### src/rtl/conv3x3_pkg.sv
// rtl/conv3x3_pkg.sv - shared FSM state, default kernel and width helpers for conv3x3_filter
package conv3x3_pkg;

  localparam int NTAPS = 9;

  typedef enum logic [1:0] {
    S_IDLE,
    S_MAC,
    S_NORM,
    S_OUT
  } state_t;

  // Gaussian smoothing kernel; pair with a shift of 4
  localparam int DEF_KERNEL [NTAPS] = '{1, 2, 1, 2, 4, 2, 1, 2, 1};

  function automatic int acc_w(input int data_w, input int coef_w);
    return data_w + coef_w + 5;
  endfunction

endpackage

### src/rtl/conv3x3_norm.sv
// rtl/conv3x3_norm.sv - combinational normalise and clamp; CONV3X3_ROUND_EN selects round-half-up
module conv3x3_norm
  import conv3x3_pkg::*;
#(
  parameter int DATA_W  = 8,
  parameter int SHIFT_W = 4,
  parameter int ACC_W   = 17
) (
  input  logic signed [ACC_W-1:0]   i_acc,
  input  logic        [SHIFT_W-1:0] i_shift,
  output logic        [DATA_W-1:0]  o_data
);

  logic signed [ACC_W-1:0] w_bias;
  logic signed [ACC_W-1:0] w_sum;
  logic signed [ACC_W-1:0] w_shifted;

  always_comb begin
    w_bias = '0;
`ifdef CONV3X3_ROUND_EN
    if (i_shift != '0) begin
      w_bias = {{(ACC_W-1){1'b0}}, 1'b1} << (i_shift - SHIFT_W'(1));
    end
`endif
    w_sum     = i_acc + w_bias;
    w_shifted = w_sum >>> i_shift;
    // Negative saturates to 0, anything above the pixel range to all-ones
    if (w_shifted[ACC_W-1]) begin
      o_data = '0;
    end else if (|w_shifted[ACC_W-2:DATA_W]) begin
      o_data = '1;
    end else begin
      o_data = w_shifted[DATA_W-1:0];
    end
  end

endmodule

### src/rtl/conv3x3_filter.sv
// rtl/conv3x3_filter.sv - 3x3 sequential-MAC convolution with programmable kernel (option: CONV3X3_ROUND_EN)
module conv3x3_filter
  import conv3x3_pkg::*;
#(
  parameter int DATA_W  = 8,
  parameter int COEF_W  = 4,
  parameter int SHIFT_W = 4
) (
  input  logic                      clk_i_g,
  input  logic                      rst_i_g,
  input  logic                      en_i_g,
  input  logic                      in_valid_i,
  output logic                      in_ready_o,
  input  logic [NTAPS*DATA_W-1:0]   win_i,
  input  logic [SHIFT_W-1:0]        shift_i,
  input  logic                      coef_we_i,
  input  logic [3:0]                coef_addr_i,
  input  logic [COEF_W-1:0]         coef_data_i,
  output logic                      out_valid_o,
  input  logic                      out_ready_i,
  output logic [DATA_W-1:0]         data_o,
  output logic                      busy_o
);

  localparam int ACC_W = acc_w(DATA_W, COEF_W);

  state_t                   r_state;
  state_t                   w_next;
  logic                     r_armed;
  logic [NTAPS*DATA_W-1:0]  r_win;
  logic [SHIFT_W-1:0]       r_shift;
  logic signed [ACC_W-1:0]  r_acc;
  logic [3:0]               r_idx;
  logic signed [COEF_W-1:0] r_coef [NTAPS];
  logic signed [COEF_W-1:0] r_kern [NTAPS];
  logic [DATA_W-1:0]        r_data;
  logic                     r_out_valid;

  logic                     w_accept;
  logic                     w_coef_wr;
  logic [DATA_W-1:0]        w_pix;
  logic signed [COEF_W-1:0] w_coef;
  logic signed [ACC_W-1:0]  w_pix_ext;
  logic signed [ACC_W-1:0]  w_coef_ext;
  logic signed [ACC_W-1:0]  w_prod;
  logic [DATA_W-1:0]        w_norm;

  assign in_ready_o  = (r_state == S_IDLE) && en_i_g && r_armed;
  assign busy_o      = (r_state != S_IDLE);
  assign out_valid_o = r_out_valid;
  assign data_o      = r_data;
  assign w_accept    = in_valid_i && in_ready_o;
  assign w_coef_wr   = coef_we_i && (r_state == S_IDLE) && (coef_addr_i < 4'(NTAPS));

  always_ff @(posedge clk_i_g or negedge rst_i_g) begin
    if (!rst_i_g) begin
      r_state <= S_IDLE;
    end else begin
      r_state <= w_next;
    end
  end

  always_comb begin
    w_next = r_state;
    if (!en_i_g) begin
      w_next = S_IDLE;
    end else begin
      case (r_state)
        S_IDLE:  if (w_accept) w_next = S_MAC;
        S_MAC:   if (r_idx == 4'(NTAPS-1)) w_next = S_NORM;
        S_NORM:  w_next = S_OUT;
        S_OUT:   if (out_ready_i) w_next = S_IDLE;
        default: w_next = S_IDLE;
      endcase
    end
  end

  always_comb begin
    w_pix  = '0;
    w_coef = '0;
    for (int k = 0; k < NTAPS; k++) begin
      if (r_idx == 4'(k)) begin
        w_pix  = r_win[k*DATA_W +: DATA_W];
        w_coef = r_kern[k];
      end
    end
  end

  assign w_coef_ext = {{(ACC_W-COEF_W){w_coef[COEF_W-1]}}, w_coef};
  assign w_pix_ext  = {{(ACC_W-DATA_W){1'b0}}, w_pix};
  assign w_prod     = w_coef_ext * w_pix_ext;

  conv3x3_norm #(
    .DATA_W  (DATA_W),
    .SHIFT_W (SHIFT_W),
    .ACC_W   (ACC_W)
  ) u_norm (
    .i_acc   (r_acc),
    .i_shift (r_shift),
    .o_data  (w_norm)
  );

  // The kernel is snapshotted at accept so a same-edge coefficient write only affects later windows
  always_ff @(posedge clk_i_g or negedge rst_i_g) begin
    if (!rst_i_g) begin
      r_armed     <= 1'b0;
      r_win       <= '0;
      r_shift     <= '0;
      r_acc       <= '0;
      r_idx       <= '0;
      r_data      <= '0;
      r_out_valid <= 1'b0;
      for (int k = 0; k < NTAPS; k++) begin
        r_coef[k] <= COEF_W'(DEF_KERNEL[k]);
        r_kern[k] <= '0;
      end
    end else begin
      if (en_i_g) r_armed <= 1'b1;
      if (w_coef_wr) begin
        for (int k = 0; k < NTAPS; k++) begin
          if (coef_addr_i == 4'(k)) r_coef[k] <= coef_data_i;
        end
      end
      if (!en_i_g) begin
        r_acc       <= '0;
        r_out_valid <= 1'b0;
      end else begin
        case (r_state)
          S_IDLE: begin
            if (w_accept) begin
              r_win   <= win_i;
              r_shift <= shift_i;
              r_acc   <= '0;
              r_idx   <= '0;
              for (int k = 0; k < NTAPS; k++) r_kern[k] <= r_coef[k];
            end
          end
          S_MAC: begin
            r_acc <= r_acc + w_prod;
            r_idx <= r_idx + 4'd1;
          end
          S_NORM: begin
            r_data      <= w_norm;
            r_out_valid <= 1'b1;
          end
          S_OUT: begin
            if (out_ready_i) r_out_valid <= 1'b0;
          end
          default: ;
        endcase
      end
    end
  end

endmodule

### config.mk
export PLATFORM = sky130hd
export DESIGN_NAME = conv3x3_filter
export DESIGN_NICKNAME = d
export VERILOG_FILES = /design/src/rtl/conv3x3_pkg.sv /design/src/rtl/conv3x3_norm.sv /design/src/rtl/conv3x3_filter.sv
export SDC_FILE = /design/constraint.sdc
export NUM_CORES = 1
export LEC_CHECK = 0
export CAP_MARGIN = 20
export CORE_MARGIN = 2
export CORE_UTILIZATION = 37
export DETAILED_ROUTE_END_ITERATION = 10
export GPL_TIMING_DRIVEN = 0
export HOLD_SLACK_MARGIN = 0.08
export PLACE_DENSITY_LB_ADDON = 0.2
export SLEW_MARGIN = 20
export SYNTH_ARGS = -nofsm -noshare
export SYNTH_HDL_FRONTEND = slang
export SYNTH_HIERARCHICAL = 1
export SYNTH_SLANG_ARGS = --single-unit
### constraint.sdc
create_clock -name clk_i_g -period 5.74 [get_ports clk_i_g]
set_input_delay 0.574 -clock clk_i_g [delete_from_list [all_inputs] [get_ports clk_i_g]]
set_output_delay 0.574 -clock clk_i_g [all_outputs]
set_load 0.01 [all_outputs]
==> metrics.sh <==
MAXIMUM_NUMBER_OF_PINS_ON_ONE_NET_BEFORE_GLOBAL_ROUTE_REPAIR=93
WIRELENGTH_MET1_MM=11.6
GRT_PASS1_VIAS=7218
GRT_FIRST_PASS_WIRELENGTH_MM=41.0
FMAX_MHz=177
CTS_TREE='yes'
CRITPATHMAXFANOUT=8
CTS.ROOT.BUFFER_CELL='sky130_fd_sc_hd__clkbuf_16'
NETS=1188
FINAL_PERIOD_MINUS_WORST_SETUP_SLACK_NS=5.64
SYN_AREA_UM2=10300
NUMBER_OF_SYNTHESIZED_FLOPS_WITH_AN_ENABLE_PIN=0
PLACE.GP.CONGESTION=0.796
ROUTE.MET2.WL_MM=13.5
POST_SYNTH_INST_COUNT=895
FIN_UTIL_PCT=47.3
ENDPOINT_KIND='flip-flop'
P_LEAK_nW=5.60
FIN_CRIT_SH_PCT=98.3
NUMBER_OF_NETS_WITH_ANTENNA_VIOLATIONS_AFTER_ROUTING=0
LAYOUT_SETUP_WS_NS=0.0982
GRT_SETUP_UNREPAIRED='true'
SETUP_VIOL=0
SETUP_TNS_NS=0
SYNTH_CELL_TYPE_COUNT=62
CTS_MAX_PATH_BUFFERS=2
N_ANTENNA_CELL=0
SYNTH-SEQ-CELLS=181
DIE-HEIGHT_UM=171
SYNTH.YOSYS.SEQ_AREA_SHARE_PCT=44.0
POWER_DENSITY_nW_PER_UM2=603
FINAL_HOLD_VIOL_COUNT=0
R2R_SLACK_NS=0.1
SYNTH.NET_COUNT=1054
CP.REQUIRED_NS=6.04
CTS.SINKS=181
BUFFER_PORTS.INSERTED=100
SYNTH.YOSYS.WARNINGS=6
AREA.GROWTH.SYNTH_TO_FINAL_PCT=26.7
WORSTHOLDPATHTYPE='in -> async'
WORST_EP_ARRIVAL_TIME_NS=5.94
CLKTRANSATPATHREGS_NS=0.08
ASYNC_FLOP_SHARE_PCT=100
ROWS=61
ROUTE.DETAILED.WL_PER_INST_UM=18.5
WORSTSKEWPAIRLATENCY_NS=0.43
DR_TOTAL_VIAS=7319
DR_WL_MET3_UM=788
POST-SYNTH-TOP-AREA-FRACTION_PCT=41.7
START_UTIL_PCT=37.3
DETAILED_PLACE_HPWL_MM=19.4
SYNTH_TOP_CELLS_BY_AREA='sky130_fd_sc_hd__dfrtp_1, sky130_fd_sc_hd__mux2_2, sky130_fd_sc_hd__ha_1'
FP.COREAREA_UM2=27600
CLOCK_TREE.HTREE_LEVEL_COUNT=4
REG2REG_FROM='r_idx[1]'
FINAL_MAX_SLEW_VIOL_COUNT=0
WORST_REG_TO_REG_CELLS=22
I_O_PIN_COUNT=101
DP_WORST_SETUP_SLACK_NS=-0.861
TIGHTESTPINTRANSITION_NS=0.979
SYNTH-MAIN-FF-CELL='sky130_fd_sc_hd__dfrtp_1'
CTSHOLDBUFFERS=0
DETAIL_ROUTE.DRC_VIOLATIONS=0
RESULT_OF_THE_RUN='complete, no violations'
FIN_SKEW_NS=0.0134
GRT_OVERFLOW_TOTAL=0
TIMING_WORST_SETUP_PATH_TYPE='reg -> reg'
GRT.TOTAL_USAGE_PCT=18.5
CRIT_PATH_START_KIND='flip-flop'
POST_ROUTE_CELLS_DRIVE_ABOVE_1_SHARE_PCT=31.8
MAXCAPVIOLATIONS=0
SYNTH.AVG_CELL_AREA_UM2=11.5
CRIT-REG2REG-CAPTURE='r_acc[15]'
TOP_LAYER='met4'
INITIAL_ANTENNA_VIOLATION_COUNT=0
RELATIVE_SLEW_MARGINS_PCT=34.6
DIE-AREA_UM2=29200
VIA_PER_INST=5.15
ITERATION_COUNT_OF_THE_INITIAL_DETAILED_ROUTING_PASS=4
VDD_IR_DROP_MAX_V=0.000320
FINALPOWER_W=0.00788
INITIALDRTVIOLATIONCOUNT=414
DIE-WIDTH_UM=171
CTS_INSERTED_BUFFERS=17
DRT-TOTAL-WL_MM=26.3
SYNTHDOMINANTAREACELLTYPE='sky130_fd_sc_hd__dfrtp_1'
-- area by class of cell --
type	instances	area [um2]
plain buffers	42	258
clock buffers	19	443
clock inverters	13	138
fillers	2585	14600
inverters	60	233
multi-input cells	609	5800
flip-flops and latches	181	4540
well taps	378	473
repair buffers	118	1180
-- cells in the final DEF (no fill, tap or decap), drive strengths merged, types with 3 or more instances in the layout --
master	Yosys	final
a21boi	3	3
a21oi	17	17
a221oi	19	19
a22o	5	5
a311oi	6	6
and2	10	10
and3	6	6
buf	18	35
clkbuf	27	45
clkdlybuf4s50	0	99
clkinv	2	9
dfrtp	172	172
dfstp	9	9
fa	23	23
ha	46	46
inv	58	62
mux2	159	159
mux2i	7	7
mux4	16	16
nand2	55	55
nand2b	9	9
nand3	9	9
nand3b	5	5
nor2	71	71
nor2b	18	18
nor3	3	3
nor4	4	4
o21a	6	6
o21ai	31	31
o22ai	12	12
o31ai	13	13
or2	5	5
or4	11	11
xnor2	9	9
xor2	3	3
-- synthesized netlist by cell type (5+ instances only) --
library cell                 n
sky130_fd_sc_hd__ha_1       46
sky130_fd_sc_hd__and2_1      8
sky130_fd_sc_hd__o21ai_0    27
sky130_fd_sc_hd__a221oi_1   18
sky130_fd_sc_hd__o21a_1      6
sky130_fd_sc_hd__or4_1      11
sky130_fd_sc_hd__a21oi_1    17
sky130_fd_sc_hd__mux2i_1     7
sky130_fd_sc_hd__a22o_1      5
sky130_fd_sc_hd__nor2_1     71
sky130_fd_sc_hd__nor2b_1    18
sky130_fd_sc_hd__nand2b_1    9
sky130_fd_sc_hd__and3_1      6
sky130_fd_sc_hd__mux4_2     16
sky130_fd_sc_hd__clkbuf_1   27
sky130_fd_sc_hd__inv_1      58
sky130_fd_sc_hd__o22ai_1    12
sky130_fd_sc_hd__buf_2      13
sky130_fd_sc_hd__nand3_1     9
sky130_fd_sc_hd__o31ai_1    12
sky130_fd_sc_hd__fa_1       23
sky130_fd_sc_hd__dfstp_2     9
sky130_fd_sc_hd__a311oi_1    6
sky130_fd_sc_hd__mux2_2    159
sky130_fd_sc_hd__xnor2_1     9
sky130_fd_sc_hd__nand3b_1    5
sky130_fd_sc_hd__dfrtp_1   172
sky130_fd_sc_hd__nand2_1    55
-- worst max-delay path: stages, from the launching register on --
cell and delay [ns]:
sky130_fd_sc_hd__dfrtp_2 0.46, sky130_fd_sc_hd__inv_2 0.11, sky130_fd_sc_hd__buf_6 0.10, sky130_fd_sc_hd__ha_4 0.16
sky130_fd_sc_hd__and2b_1 0.14, sky130_fd_sc_hd__buf_6 0.15, sky130_fd_sc_hd__a221oi_4 0.08, sky130_fd_sc_hd__o31ai_4 0.34
sky130_fd_sc_hd__a221oi_2 0.14, sky130_fd_sc_hd__or4_4 0.54, sky130_fd_sc_hd__or2_1 0.27, sky130_fd_sc_hd__fa_1 0.49
sky130_fd_sc_hd__fa_1 0.54, sky130_fd_sc_hd__fa_2 0.60, sky130_fd_sc_hd__inv_2 0.05, sky130_fd_sc_hd__ha_4 0.21
sky130_fd_sc_hd__a21oi_4 0.12, sky130_fd_sc_hd__o211ai_1 0.10, sky130_fd_sc_hd__buf_4 0.16, sky130_fd_sc_hd__or2_4 0.25
sky130_fd_sc_hd__a311o_1 0.28, sky130_fd_sc_hd__xnor2_1 0.14, sky130_fd_sc_hd__o21ai_1 0.08
-- worst max path at each step --
stage	start	endpoint	slack [ns]	cells past startpoint
2_1_floorplan	r_idx[0]	r_acc[15]	0.31	20
4_1_cts	r_idx[1]	r_acc[11]	0.007	22
3_5_place_dp	r_idx[0]	r_acc[16]	-0.86	19
6_report	r_idx[1]	r_acc[15]	0.1	22
5_1_grt	r_idx[1]	r_acc[11]	-0.07	23
3_3_place_gp	rst_i_g	r_kern[5]	-3.69	1
-- where the power goes --
part	internal (W)	switching [W]	leakage, nW	total [W]
sequential	0.00187	0.000371	2.21	0.00224
clock	0.000590	0.000562	0.285	0.00115
combinational	0.00219	0.00230	3.10	0.00449
-- kinds of logic after synthesis --
logic type,Yosys count,synth area share [%]
AND/OR/NAND/NOR,214,10.0
multiplexers,182,21.5
flip-flops,181,44.0
AO/OA/AOI/OAI,132,9.18
buffers and inverters,105,4.20
adder cells (fa/ha/maj),69,10.0
XOR/XNOR,12,1.02
-- flip-flops by register name, indices dropped and copies added (netlist names) --
name	cells
r_state	2
r_armed	1
out_valid_o	1
r_shift	4
r_kern	36
r_win	72
r_coef	36
r_idx	4
data_o	8
r_acc	17
-- layer usage --
layer | track usage (%) | up-vias
met2 | 31.1 | 92
met4 | 5.78 | 0
met1 | 24.6 | 3746
met5 | 0 | -
li1 | - | 3461
met3 | 2.89 | 20
-- through the flow --
stage / hold slack, ns / area [um2] / std cells
2_1_floorplan: 0.278 / 10300 / 895
3_3_place_gp: 0.481 / 11800 / 1373
3_5_place_dp: 0.486 / 11800 / 1374
6_report: 0.143 / 13100 / 1420
4_1_cts: 0.171 / 12800 / 1413
5_1_grt: 0.183 / 13100 / 1420
-- repair_timing --
item                                    CTS  global route
endpoints found under the hold margin     0             0
endpoints found under the setup margin   12             9
pin swaps                                27            28
setup buffers                             9             8
gates resized for setup                  69            54
Power figures use the tool's default switching activity.
